==> config.mk <==
export PLATFORM = sky130hd
export DESIGN_NAME = pcm_serializer
export DESIGN_NICKNAME = d
export VERILOG_FILES = /design/src/rtl/pcm_serializer.sv
export SDC_FILE = /design/constraint.sdc
export NUM_CORES = 1
export LEC_CHECK = 0
export CAP_MARGIN = 15
export CORE_MARGIN = 2
export CORE_UTILIZATION = 35
export CTS_BUF_LIST = sky130_fd_sc_hd__clkbuf_2 sky130_fd_sc_hd__clkbuf_4 sky130_fd_sc_hd__clkbuf_8
export CTS_CLUSTER_SIZE = 20
export DETAILED_ROUTE_END_ITERATION = 10
export PLACE_DENSITY = 0.57
export SYNTH_ARGS = -nofsm -noshare
export SYNTH_HDL_FRONTEND = slang
export SYNTH_SLANG_ARGS = --single-unit
==> constraint.sdc <==
create_clock -name bclk -period 2.05 [get_ports bclk]
set_input_delay 0.205 -clock bclk [delete_from_list [all_inputs] [get_ports bclk]]
set_output_delay 0.205 -clock bclk [all_outputs]
set_load 0.005 [all_outputs]
==> src/rtl/pcm_serializer.sv <==
// pcm_serializer: transmit-side PCM serializer.
// Takes WIDTH-bit samples through a valid/ready handshake into a one-word
// holding register. Each sample goes out MSB first on d_out, one bit per bclk,
// in SLOT_BITS-bit slots. ws is high for the first half of every slot.
// Optional feature macro: PCM_SERIALIZER_REPEAT_LAST_EN. When it is defined,
// an underrun slot repeats the last transmitted sample instead of zeros.
module pcm_serializer #(
  parameter int WIDTH     = 18,
  parameter int SLOT_BITS = 32
) (
  input  logic             bclk,
  input  logic             reset,
  input  logic             enable,
  input  logic [WIDTH-1:0] data,
  input  logic             load_valid,
  output logic             load_ready,
  output logic             d_out,
  output logic             ws,
  output logic             busy,
  output logic             underrun
);

  localparam int            CW       = (SLOT_BITS > 1) ? $clog2(SLOT_BITS) : 1;
  localparam logic [CW-1:0] LAST_BIT = CW'(SLOT_BITS - 1);
  localparam logic [CW-1:0] HALF     = CW'(SLOT_BITS / 2);

  // A slot must fit the sample plus at least one trailing zero, and must
  // split evenly for ws.
  if (WIDTH < 2 || SLOT_BITS < WIDTH + 1 || (SLOT_BITS % 2) != 0) begin : g_bad_cfg
    $error("pcm_serializer: need WIDTH>=2, SLOT_BITS>=WIDTH+1, SLOT_BITS even");
  end

  typedef enum logic {IDLE, RUN} state_t;

  state_t           state;
  logic [CW-1:0]    bit_cnt;
  logic [CW-1:0]    cnt_nxt;
  logic [WIDTH-1:0] hold;
  logic             hold_full;
  logic [WIDTH-1:0] shreg;      // bits of the current slot still to be sent
  logic [WIDTH-1:0] fill_word;  // word a slot start loads
  logic             slot_end;
  logic             consume;
  logic             accept;

  assign slot_end   = (state == RUN) && (bit_cnt == LAST_BIT);
  // A slot start always empties the holding register, so it can take a
  // new word on that same edge.
  assign consume    = enable && ((state == IDLE) || slot_end);
  assign load_ready = ~hold_full | consume;
  assign accept     = load_valid & load_ready;
  assign cnt_nxt    = bit_cnt + 1'b1;

`ifdef PCM_SERIALIZER_REPEAT_LAST_EN
  logic [WIDTH-1:0] last_word;

  assign fill_word = hold_full ? hold : last_word;

  // Remember what each slot carried so an underrun can repeat it.
  always_ff @(posedge bclk or negedge reset) begin
    if (!reset)       last_word <= '0;
    else if (consume) last_word <= fill_word;
  end
`else
  assign fill_word = hold_full ? hold : '0;
`endif

  // Holding register. On a slot start that also accepts a word, the new
  // word replaces the one being consumed.
  always_ff @(posedge bclk or negedge reset) begin
    if (!reset) begin
      hold      <= '0;
      hold_full <= 1'b0;
    end else if (accept) begin
      hold      <= data;
      hold_full <= 1'b1;
    end else if (consume) begin
      hold_full <= 1'b0;
    end
  end

  // Slot FSM: starts slots, shifts bits out, and drives the registered
  // outputs.
  always_ff @(posedge bclk or negedge reset) begin
    if (!reset) begin
      state    <= IDLE;
      bit_cnt  <= '0;
      shreg    <= '0;
      d_out    <= 1'b0;
      ws       <= 1'b0;
      busy     <= 1'b0;
      underrun <= 1'b0;
    end else begin
      underrun <= 1'b0;
      if (consume) begin
        // The MSB goes straight to d_out. shreg keeps the rest, left-aligned.
        state    <= RUN;
        bit_cnt  <= '0;
        shreg    <= {fill_word[WIDTH-2:0], 1'b0};
        d_out    <= fill_word[WIDTH-1];
        ws       <= 1'b1;
        busy     <= 1'b1;
        underrun <= ~hold_full;
      end else if (slot_end) begin
        // enable is low at the end of the slot, so stop and leave hold untouched.
        state   <= IDLE;
        bit_cnt <= '0;
        d_out   <= 1'b0;
        ws      <= 1'b0;
        busy    <= 1'b0;
      end else if (state == RUN) begin
        // Shifting in zeros makes the slot tail after the sample all zero.
        bit_cnt <= cnt_nxt;
        d_out   <= shreg[WIDTH-1];
        shreg   <= {shreg[WIDTH-2:0], 1'b0};
        ws      <= (cnt_nxt < HALF);
      end
    end
  end

endmodule

Yosys cells after proc, flatten, opt, wreduce, memory -nomap -nowiden. Cells that the tools add are included.

Flip-flop bits (word level): 46. Logic and storage cells: 42.

Bitwise logic cells: 4. $lt $le $gt $ge: 1. Equal/unequal tests: 2. Reduce and logical (&&, ||, !) cells: 8. $add $sub $neg: 1. Mux-type cells: 18.

Operators with widths (count): two-way mux 18 bit (4); two-way mux 5 bit (3); two-way mux 1 bit (11); nonzero test 2 bit (3); adder 5 x 1 -> 5 bit, second input constant (1); equality test 5 bit, second input constant (1); < comparator 5 bit, second input constant (1); nonzero test 3 bit (1); logical AND 1 bit (2); inequality test 2 x 1 -> 1 bit, second input constant (1); inverter 1 bit (2); AND reduction 2 bit (1); bitwise AND 1 bit (1); logical OR 1 bit (1); bitwise OR 1 bit (1).

Depth between registers and ports, before layout. Gate-level depths: netlist of run 1.

Depth in word-level cells: 7. Mapped depth: 7. Depth with buffers taken out: 6.

Least setup slack after synthesis of run 1. OpenSTA, ideal clock, no wires.

Kind: register -> register. From: reg bit_cnt[0]. To: reg hold[0]. Path slack: 132 ps. Required time: 1925 ps. Library setup time: 125 ps. Buffers on the path: 1. Cell stages (with the launch flop): 8. Data arrival time: 1792 ps. Period minus slack after synthesis: 1918 ps. Cell sequence: dfrtp_1 -> ha_1 -> and3_1 -> ha_1 -> and2b_4 -> o22ai_4 -> buf_12 -> mux2_4.

Longest elaborated chain between the ends: 6.

RTL lines: from (decl) (line 36) `logic [CW-1:0] bit_cnt;`; from (signal assigned) (line 113) `bit_cnt <= cnt_nxt;`; equality test 5 bit (line 46) `assign slot_end = (state == RUN) && (bit_cnt == LAST_BIT);`; logical AND 1 bit (line 46); logical OR 1 bit (line 49) `assign consume = enable && ((state == IDLE) || slot_end);`; logical AND 1 bit (line 49); bitwise OR 1 bit (line 50) `assign load_ready = ~hold_full | consume;`; bitwise AND 1 bit (line 51) `assign accept = load_valid & load_ready;`; to (signal assigned) (line 75) `hold <= data;`; to (decl) (line 38) `logic [WIDTH-1:0] hold;`.

No other way between the ends. A chain may end at the register's enable or synchronous reset.

Worst setup path after layout of run 1.
From: reg bit_cnt[1]. To: reg hold[12].

Same word-level chain as after synthesis.

==> qor.txt, run 1 <==
Run status -> finished clean
CP max FO -> 4
Yosys reg bits -> 45
Ant diodes -> 0
GRT Util Overall -> 0.143
Syn Inst Count -> 155
Most frequent cells in the layout -> 45 x dfrtp_1, 32 x nor2_1, 24 x clkdlybuf4s50_1, 17 x mux2_4, 15 x a221oi_1
Core area -> 5200 um2
P per Cell Area -> 1180 nW/um2
Slew Viols, Final -> 0
Most common library cell in the layout ignoring fill and taps -> dfrtp_1
Initial antenna violation count -> 0
CP Class -> flip-flop to flip-flop
Routed wire per std cell -> 15.6 um
GRT overflow -> 0
Startpoint types -> flip-flop
Synthesized area -> 1910 um2
DR vias/cell -> 5.08
Syn. warnings -> 0
Synth-to-layout area growth -> 33.0%
Die area -> 6080 um2
Final period utilization -> 0.994
Syn Nets -> 179
Mean Syn Cell Area -> 12.4 um2
Clock tree buffer depth -> 2
Routed Wire Length -> 4160 um
Worst Skew -> 0.00462 ns
Setup Total Neg Slack -> 0 ns
Number of synthesized flops with an enable pin -> 0
TritonCTS Buffers -> 5
Sink Count -> 45
Clk Tree Root Cell -> clkbuf_8
Clock tree from TritonCTS -> done
Count of final hold-check violations -> 0
Number of distinct library cells after synthesis -> 28
Pin count of the biggest net entering global routing -> 26
DR iter-0 viols -> 45
Hold WC Path Type -> input pin to async pin
Register area share after synthesis -> 0.588
Critical Path Sink Type -> flip-flop
Min cycle time layout -> 2.04 ns
Total number of H-tree levels -> 2
Initial Util -> 0.368
# setup viols final -> 0
Dpl hpwl -> 2660 um
Area contributors post-synth -> dfrtp_1 59%, mux2_4 7.8%, a221oi_1 6.9%
Max Fclk -> 491 MHz
Max-Cap Viols -> 0
RSZ-0062 raised after global routing -> true
Vias in the first global route -> 1478
Measured slew at the worst slew-check pin -> 0.624 ns
Reg clk slew, reported paths -> 0.08 ns
Row count -> 26
Final layout net count -> 220
Async set-or-reset flop fraction in the synthesized netlist -> 1.00
Port bufs -> 26
Height of the die -> 78.0 um
Routed Antenna Nets -> 0
I/O Pins -> 27
Slowest cell on crit path -> dfrtp_1
Slowest stage delay, CP -> 0.41 ns
Headroom to the max-slew limit -> 0.584
Share of layout cells above drive strength 1 -> 0.254
CP required -> 2.23 ns
Synth Flop Type -> dfrtp_1
Critical-path cell list -> ha_2 -> and3_4 -> ha_4 -> and2b_4 -> buf_6 -> o22ai_4 -> buf_12 -> clkbuf_16 -> mux2_4
Clk_lat worst skew -> 0.29 ns
First-pass GRT wire length -> 6840 um
P_leak -> 1.12 nW
Yosys top cell area share -> 0.588
Placer Congestion -> 0.723
Chip Width -> 78.0 um
Worst EP arrival -> 2.22 ns
Final Core Density -> 0.489
Peak VDD IR -> 0.000598 V
TritonRoute pass-1 iters -> 4
Yosys top cell by area -> dfrtp_1
DRC -> 0
DR vias -> 1357
==> cells in the mapped netlist (2+ instances only) <==
cell / n
dfrtp_1: 45
a21oi_1: 2
mux2_4: 10
clkbuf_1: 5
and3_1: 3
nor3_1: 2
nor2_1: 32
ha_1: 2
mux2_2: 9
o21ai_0: 4
a221oi_1: 15
inv_1: 2
buf_2: 3
nand2_1: 7
==> registers in the layout, summed over array words and instances, names as in the netlist <==
| signal | cells |
|---|---|
| state | 1 |
| shreg | 17 |
| underrun | 1 |
| d_out | 1 |
| bit_cnt | 5 |
| hold | 18 |
| hold_full | 1 |
| ws | 1 |
==> power breakdown <==
group | internal [W] | switching, W
sequential | 0.00126 | 0.000234
clock | 0.000273 | 0.000292
combinational | 0.000603 | 0.000347
total | 0.00214 | 0.000873
==> worst max-delay path, delay by kind of cell, from the launching register on <==
kind                     cells  cell delay (ns)
AND/OR/NAND/NOR              2             0.40
AO/OA/AOI/OAI                1             0.06
multiplexers                 1             0.29
buffers and inverters        3             0.40
flip-flops                   1             0.41
adder cells (fa/ha/maj)      2             0.36
==> cells by family after synthesis <==
group	share of synthesized area
flip-flops	0.588
adder cells (fa/ha/maj)	0.0131
AND/OR/NAND/NOR	0.110
multiplexers	0.131
AO/OA/AOI/OAI	0.121
buffers and inverters	0.0320
XOR/XNOR	0.00458
==> per-layer routing <==
layer	global-route usage	up-vias	part of all wire
met4	0.0509	0	0.017
li1	-	636	-
met2	0.253	27	0.52
met3	0.0372	7	0.038
met1	0.168	687	0.42
met5	0	-	0
==> worst paths after layout <==
kind                                   startpoint                endpoint  slack, ns  cells after the start
hold / removal                              reset    hold[14]$_DFFE_PN0P_       0.44                      2
min in group bclk           shreg[13]$_DFFE_PN0P_   shreg[14]$_DFFE_PN0P_       0.49                      2
hold reg to reg             shreg[13]$_DFFE_PN0P_   shreg[14]$_DFFE_PN0P_       0.49                      2
max in group asynchronous                   reset  bit_cnt[2]$_DFFE_PN0P_       1.04                      3
setup / recovery           bit_cnt[1]$_DFFE_PN0P_    hold[12]$_DFFE_PN0P_       0.01                      9
setup reg to reg           bit_cnt[1]$_DFFE_PN0P_    hold[12]$_DFFE_PN0P_       0.01                      9
==> final cells by class <==
| cell class | instances | area [um2] |
|---|---|---|
| inverters | 2 | 7.51 |
| fillers | 491 | 2660 |
| repair buffers | 43 | 452 |
| flip-flops and latches | 45 | 1130 |
| clock buffers | 6 | 82.6 |
| clock inverters | 2 | 13.8 |
| multi-input cells | 99 | 777 |
| well taps | 70 | 87.6 |
==> metrics by stage <==
step | power [W] | hold slack (ns) | worst slack (ns) | area, um2 | instances
floorplan | 0.00205 | -0.0906 | 0.132 | 1910 | 155
global placement | 0.00228 | 0.217 | 0.0782 | 2280 | 251
detailed placement | 0.00234 | 0.228 | -0.00126 | 2280 | 251
CTS | 0.00293 | 0.456 | 0.00792 | 2410 | 262
global route | 0.00323 | 0.468 | -0.0362 | 2550 | 267
finish | 0.00301 | 0.438 | 0.0113 | 2550 | 267
==> timing repair <==
item,CTS,global route
gates cloned,0,3
pin swaps,0,2
setup buffers,2,2
setup endpoints to repair,1,19
hold endpoints to repair,23,0
hold buffers,1,0
gates resized for setup,4,11
Note: power is estimated with default switching activity, not from simulation.
==> run 2, diff against run 1 <==
--- a/config.mk
+++ b/config.mk
@@ -9,9 +9,11 @@
 export CORE_MARGIN = 2
 export CORE_UTILIZATION = 35
 export CTS_BUF_LIST = sky130_fd_sc_hd__clkbuf_2 sky130_fd_sc_hd__clkbuf_4 sky130_fd_sc_hd__clkbuf_8
-export CTS_CLUSTER_SIZE = 20
+export CTS_CLUSTER_SIZE = 16
 export DETAILED_ROUTE_END_ITERATION = 10
-export PLACE_DENSITY = 0.57
+export DONT_BUFFER_PORTS = 1
+export PLACE_DENSITY = 0.51
 export SYNTH_ARGS = -nofsm -noshare
 export SYNTH_HDL_FRONTEND = slang
 export SYNTH_SLANG_ARGS = --single-unit
+export TNS_END_PERCENT = 5
==> run 2 against run 1 <==
  * Hold slack got worse by 0.39 ns
  * Largest cell class unchanged
  * Cell count decreased by 12%
  * Non-clock buffer count decreased by 32
  * Clock power increased by 22%
  * Setup slack improved by 0.076 ns
  * Sequential cell count unchanged
  * First-iteration DRC count increased by 98%
==> qor.txt, run 2 (synthesized netlist as in run 1, its figures left out) <==
Run status -> finished clean
Largest Register -> hold
Reg-to-Reg End -> hold[14]$_DFFE_PN0P_
GRT Util Overall -> 0.131
Count of final hold-check violations -> 0
Sink Count -> 45
Routed Wire Length -> 3610 um
DR vias -> 1246
Hold_sp -> load_valid
Worst hold path stage count -> 2
DR iter-0 viols -> 89
Final layout net count -> 188
DR vias/cell -> 5.30
Final Core Density -> 0.420
CP required -> 2.23 ns
# fillers -> 510
First-pass GRT wire length -> 6290 um
Most frequent cells in the layout -> 45 x dfrtp_1, 32 x nor2_1, 15 x a221oi_1, 10 x mux2_4, 9 x mux2_2
Row count -> 26
Switching Fraction -> 0.278
Total number of H-tree levels -> 2
Initial Util -> 0.368
Port bufs -> 0
Max Fclk -> 510 MHz
Placer Congestion -> 0.745
Hold EP -> hold_full$_DFFE_PN0P_
Worst Skew -> 0.00547 ns
TritonCTS Buffers -> 5
Pin count of the biggest net entering global routing -> 46
I/O Pins -> 27
CP max FO -> 13
Ant diodes -> 0
Share of layout cells above drive strength 1 -> 0.236
Startpoint types -> flip-flop
Max reg flops -> 18
Reg clk slew, reported paths -> 0.08 ns
TritonRoute pass-1 iters -> 4
Sequential group share of total power -> 0.509
Min cycle time layout -> 1.96 ns
Setup Total Neg Slack -> 0 ns
Slew Viols, Final -> 0
Part of the power in combinational logic -> 0.255
Internal power -> 0.00211 W
Clock tree from TritonCTS -> done
Worst R2R Start -> bit_cnt[0]$_DFFE_PN0P_
Clk_lat worst skew -> 0.29 ns
Synth-to-layout area growth -> 14.2%
P_leak -> 0.965 nW
Die area -> 6080 um2
Worst EP arrival -> 2.14 ns
Clock tree buffer depth -> 2
Routed Antenna Nets -> 0
Setup slack, reg-to-reg -> 0.09 ns
R2R depth -> 7
Final hold slack -> 0.0493 ns
DRC -> 0
Dpl hpwl -> 2500 um
Vias in the first global route -> 1303
Initial antenna violation count -> 0
Core area -> 5200 um2
Headroom to the max-slew limit -> 0.551
Measured slew at the worst slew-check pin -> 0.674 ns
CP Class -> flip-flop to flip-flop
P per Cell Area -> 1340 nW/um2
GRT overflow -> 0
Peak VDD IR -> 0.000490 V
Power share of the clock group -> 0.236
Critical Path Sink Type -> flip-flop
Hold WC Path Type -> input pin to flip-flop
Max-Cap Viols -> 0
NetSw -> 0.000813 W
Clk Tree Root Cell -> clkbuf_8
Final period utilization -> 0.957
Most common library cell in the layout ignoring fill and taps -> dfrtp_1
Routed wire per std cell -> 15.4 um
Height of the die -> 78.0 um
Chip Width -> 78.0 um
# setup viols final -> 0
Top flop regs -> hold (18), shreg (17), bit_cnt (5)
==> run 2: cell count changes in the layout (fill, tap and decap cells not counted), sizes merged <==
| cell | delta |
|---|---|
| clkinv | -2 |
| clkinvlp | +1 |
| buf | -5 |
| clkbuf | -2 |
| clkdlybuf4s50 | -24 |
| dlygate4sd2 | -1 |
| bufinv | +1 |
==> run 2: area by class of cell <==
cell class,count,area [um2],area share
repair buffers,11,118,0.0538
inverters,2,7.51,0.00343
flip-flops and latches,45,1130,0.515
multi-input cells,99,727,0.333
clock inverters,2,37.5,0.0172
well taps,70,87.6,0.0401
clock buffers,6,82.6,0.0378
==> run 2: how the worst max path moves through the flow <==
stage | end | depth (start not counted) | slack (ns) | startpoint
5_1_grt | load_ready | 5 | -0.002 | bit_cnt[0]$_DFFE_PN0P_
2_1_floorplan | hold[0]$_DFFE_PN0P_ | 7 | 0.13 | bit_cnt[0]$_DFFE_PN0P_
3_3_place_gp | hold[14]$_DFFE_PN0P_ | 7 | 0.12 | bit_cnt[0]$_DFFE_PN0P_
6_report | hold[14]$_DFFE_PN0P_ | 7 | 0.09 | bit_cnt[0]$_DFFE_PN0P_
4_1_cts | load_ready | 5 | 0.01 | bit_cnt[0]$_DFFE_PN0P_
3_5_place_dp | hold[12]$_DFFE_PN0P_ | 7 | 0.08 | bit_cnt[0]$_DFFE_PN0P_
==> run 2: per-layer routing <==
layer / share of wire / global-route usage
met2: 0.47 / 0.204
met1: 0.45 / 0.176
met4: 0.0080 / 0.0421
met3: 0.074 / 0.0384
met5: 0 / 0
==> run 2: metrics by stage <==
| step | power [W] | setup WS [ns] | cells | instance area (um2) |
|---|---|---|---|---|
| floorplan | 0.00205 | 0.132 | 155 | 1910 |
| global placement | 0.00220 | 0.122 | 224 | 2020 |
| detailed placement | 0.00224 | 0.0751 | 224 | 2020 |
| CTS | 0.00296 | 0.0150 | 234 | 2180 |
| global route | 0.00313 | -0.00190 | 235 | 2190 |
| finish | 0.00292 | 0.0878 | 235 | 2190 |
==> run 2: worst max-delay path, cell delays in order, from the launching register on <==
cell and delay (ns):
dfrtp_1 0.41, ha_1 0.23, and3_1 0.16, ha_1 0.18, and2b_4 0.31, o22ai_4 0.10, buf_12 0.16, mux2_4 0.29
==> run 2: timing repair <==
| item | 4_1_cts | 5_1_grt |
|---|---|---|
| endpoints found under the hold margin | 45 | 0 |
| endpoints found under the setup margin | 0 | 12 |
| setup buffers | 0 | 1 |
| hold buffers | 2 | 0 |
| gates resized for setup | 0 | 1 |
==> run 2: power by group through the flow <==
stage               Combinational, W  Clock, W  Sequential [W]
finish                      0.000746  0.000689         0.00149
global placement            0.000696         0         0.00150
CTS                         0.000754  0.000710         0.00149
global route                0.000842  0.000751         0.00154
floorplan                   0.000616         0         0.00143
detailed placement          0.000726         0         0.00151
==> run 3, diff against run 2 <==
--- a/config.mk
+++ b/config.mk
@@ -6,6 +6,7 @@
 export NUM_CORES = 1
 export LEC_CHECK = 0
 export CAP_MARGIN = 15
+export CORE_ASPECT_RATIO = 0.8
 export CORE_MARGIN = 2
 export CORE_UTILIZATION = 35
 export CTS_BUF_LIST = sky130_fd_sc_hd__clkbuf_2 sky130_fd_sc_hd__clkbuf_4 sky130_fd_sc_hd__clkbuf_8
==> run 3 against run 2 <==
  * Non-clock buffer count down 2
  * Sequential share of layout area up 0.45 points
  * Cell count down 3.0%
  * Sequential cell count unchanged
  * Power down 2.7%
  * Hold slack worse by 0.0080 ns
  * Register-to-register slack better by 0.04 ns
  * Global-route usage up 0.36 points
  * Core utilization down 1.7 points
  * Wire length about the same
  * Clock skew down 0.0019 ns
  * Largest power group unchanged
==> qor.txt, run 3 (synthesized netlist as in run 1, its figures left out) <==
Hold_sp -> load_valid
TritonRoute pass-1 iters -> 4
DR vias -> 1219
Met2 usage -> 0.197
Max reg flops -> 18
Count of final hold-check violations -> 0
Worst EP arrival -> 1.78 ns
Max-Cap Viols -> 0
Clk_lat worst skew -> 0.30 ns
DRC -> 0
CP max FO -> 13
Most common library cell in the layout ignoring fill and taps -> dfrtp_1
Routed Antenna Nets -> 0
R2R depth -> 7
Critical-path cell list -> ha_1 -> and3_1 -> ha_4 -> and2b_4 -> buf_8 -> o21ai_4
Final layout net count -> 186
Hold EP -> hold_full$_DFFE_PN0P_
Placed cell areas -> 2000 um2
Max Fclk -> 504 MHz
M1 GR Usage -> 0.186
Clock tree buffer depth -> 2
I/O Pins -> 27
DR iter-0 viols -> 116
Row count -> 24
Worst setup margin -> 0.0671 ns
Reg clk slew, reported paths -> 0.08 ns
Critical Path Sink Type -> primary output
Slowest stage delay, CP -> 0.40 ns
Setup slack, reg-to-reg -> 0.13 ns
First-pass GRT wire length -> 6320 um
Dpl ws -> 0.0740 ns
# setup viols final -> 0
P per Cell Area -> 1310 nW/um2
Clock tree from TritonCTS -> done
Most frequent cells in the layout -> 45 x dfrtp_1, 32 x nor2_1, 15 x a221oi_1, 10 x mux2_4, 9 x mux2_2
Worst R2R Start -> bit_cnt[1]$_DFFE_PN0P_
Startpoint types -> flip-flop
Grt peak-use layer -> met2
Largest Register -> hold
Pin count of the biggest net entering global routing -> 46
Sink Count -> 45
Hold WC Path Type -> input pin to flip-flop
TritonCTS Buffers -> 5
Pwr Total -> 0.00284 W
GRT overflow -> 0
Synth-to-layout area growth -> 13.2%
Post-route cell area -> 2170 um2
Top flop regs -> hold (18), shreg (17), bit_cnt (5)
Die area -> 6080 um2
Worst hold path stage count -> 2
Initial Util -> 0.356
Final period utilization -> 0.967
Initial antenna violation count -> 0
Placer Congestion -> 0.720
Routed wire per std cell -> 15.8 um
Core area -> 5380 um2
Peak VDD IR -> 0.000490 V
Share of layout cells above drive strength 1 -> 0.239
Clk Tree Root Cell -> clkbuf_8
Run status -> finished clean
DR vias/cell -> 5.35
Headroom to the max-slew limit -> 0.567
Dpl hpwl -> 2400 um
Total number of H-tree levels -> 2
Met3 GRT Util -> 0.0544
Ant diodes -> 0
Min cycle time layout -> 1.98 ns
Height of the die -> 70.2 um
Chip Width -> 86.7 um
Vias in the first global route -> 1279
Worst Skew -> 0.00360 ns
Slowest cell on crit path -> dfrtp_1
Slew Viols, Final -> 0
GRT Util Overall -> 0.135
Routed Wire Length -> 3610 um
Measured slew at the worst slew-check pin -> 0.649 ns
CP Class -> flip-flop to primary output
Port bufs -> 0
Reg-to-Reg End -> hold[3]$_DFFE_PN0P_
CP required -> 1.85 ns
P_leak -> 0.951 nW
-- run 3: changes by cell type in the layout (fill, tap and decap cells not counted), sizes merged --
cell / change
buf: -2
clkinvlp: -1
bufinv: -1
clkbuf: +2
-- run 3: critical path, delay by kind of cell, from the launching register on --
kind	cells	cell delay, ns
compound gates	1	0.07
fa+ha+maj	2	0.39
buf+inv	1	0.15
flops	1	0.40
simple gates	2	0.46
-- run 3: worst max-delay path by stage --
stage | startpoint | end | cells past startpoint
global placement | bit_cnt[0]$_DFFE_PN0P_ | hold[6]$_DFFE_PN0P_ | 7
global route | bit_cnt[0]$_DFFE_PN0P_ | load_ready | 6
detailed placement | bit_cnt[0]$_DFFE_PN0P_ | hold[6]$_DFFE_PN0P_ | 7
finish | bit_cnt[0]$_DFFE_PN0P_ | load_ready | 6
CTS | bit_cnt[0]$_DFFE_PN0P_ | load_ready | 6
floorplan | bit_cnt[0]$_DFFE_PN0P_ | hold[0]$_DFFE_PN0P_ | 7
-- run 3: layer usage --
layer	vias up	routed length [um]
li1	567	-
met1	620	1730
met2	27	1610
met3	5	225
met4	0	44
met5	-	0
-- run 3: repair_timing --
action | 4_1_cts | 5_1_grt
endpoints found under the hold margin | 45 | 0
hold buffers | 2 | 0
setup endpoints to repair | 1 | 9
gates resized for setup | 3 | 4
setup buffers | 1 | 0
cloned | 0 | 0
-- run 3: metrics by stage --
stage | setup TNS (ns) | instances | utilization | hold slack, ns
after CTS | 0 | 228 | 0.399 | 0.0350
after global placement | 0 | 217 | 0.372 | -0.0893
after floorplan | 0 | 155 | - | -0.0906
after global routing | -0.00286 | 228 | 0.403 | 0.0339
after detailed placement | 0 | 217 | 0.372 | -0.0888
final | 0 | 228 | 0.403 | 0.0413
-- run 3: cell type report --
type	instances	area, um2
inverters	2	7.51
flip-flops and latches	45	1130
repair buffers	9	110
well taps	65	81.3
fillers	509	3210
clock buffers	8	91.3
multi-input cells	99	751
-- run 3: power breakdown --
group / leakage [nW] / internal (W) / switching [W] / total (W)
logic: 0.346 / 0.000469 / 0.000306 / 0.000775
registers: 0.555 / 0.00126 / 0.000237 / 0.00150
clock network: 0.0498 / 0.000282 / 0.000287 / 0.000569
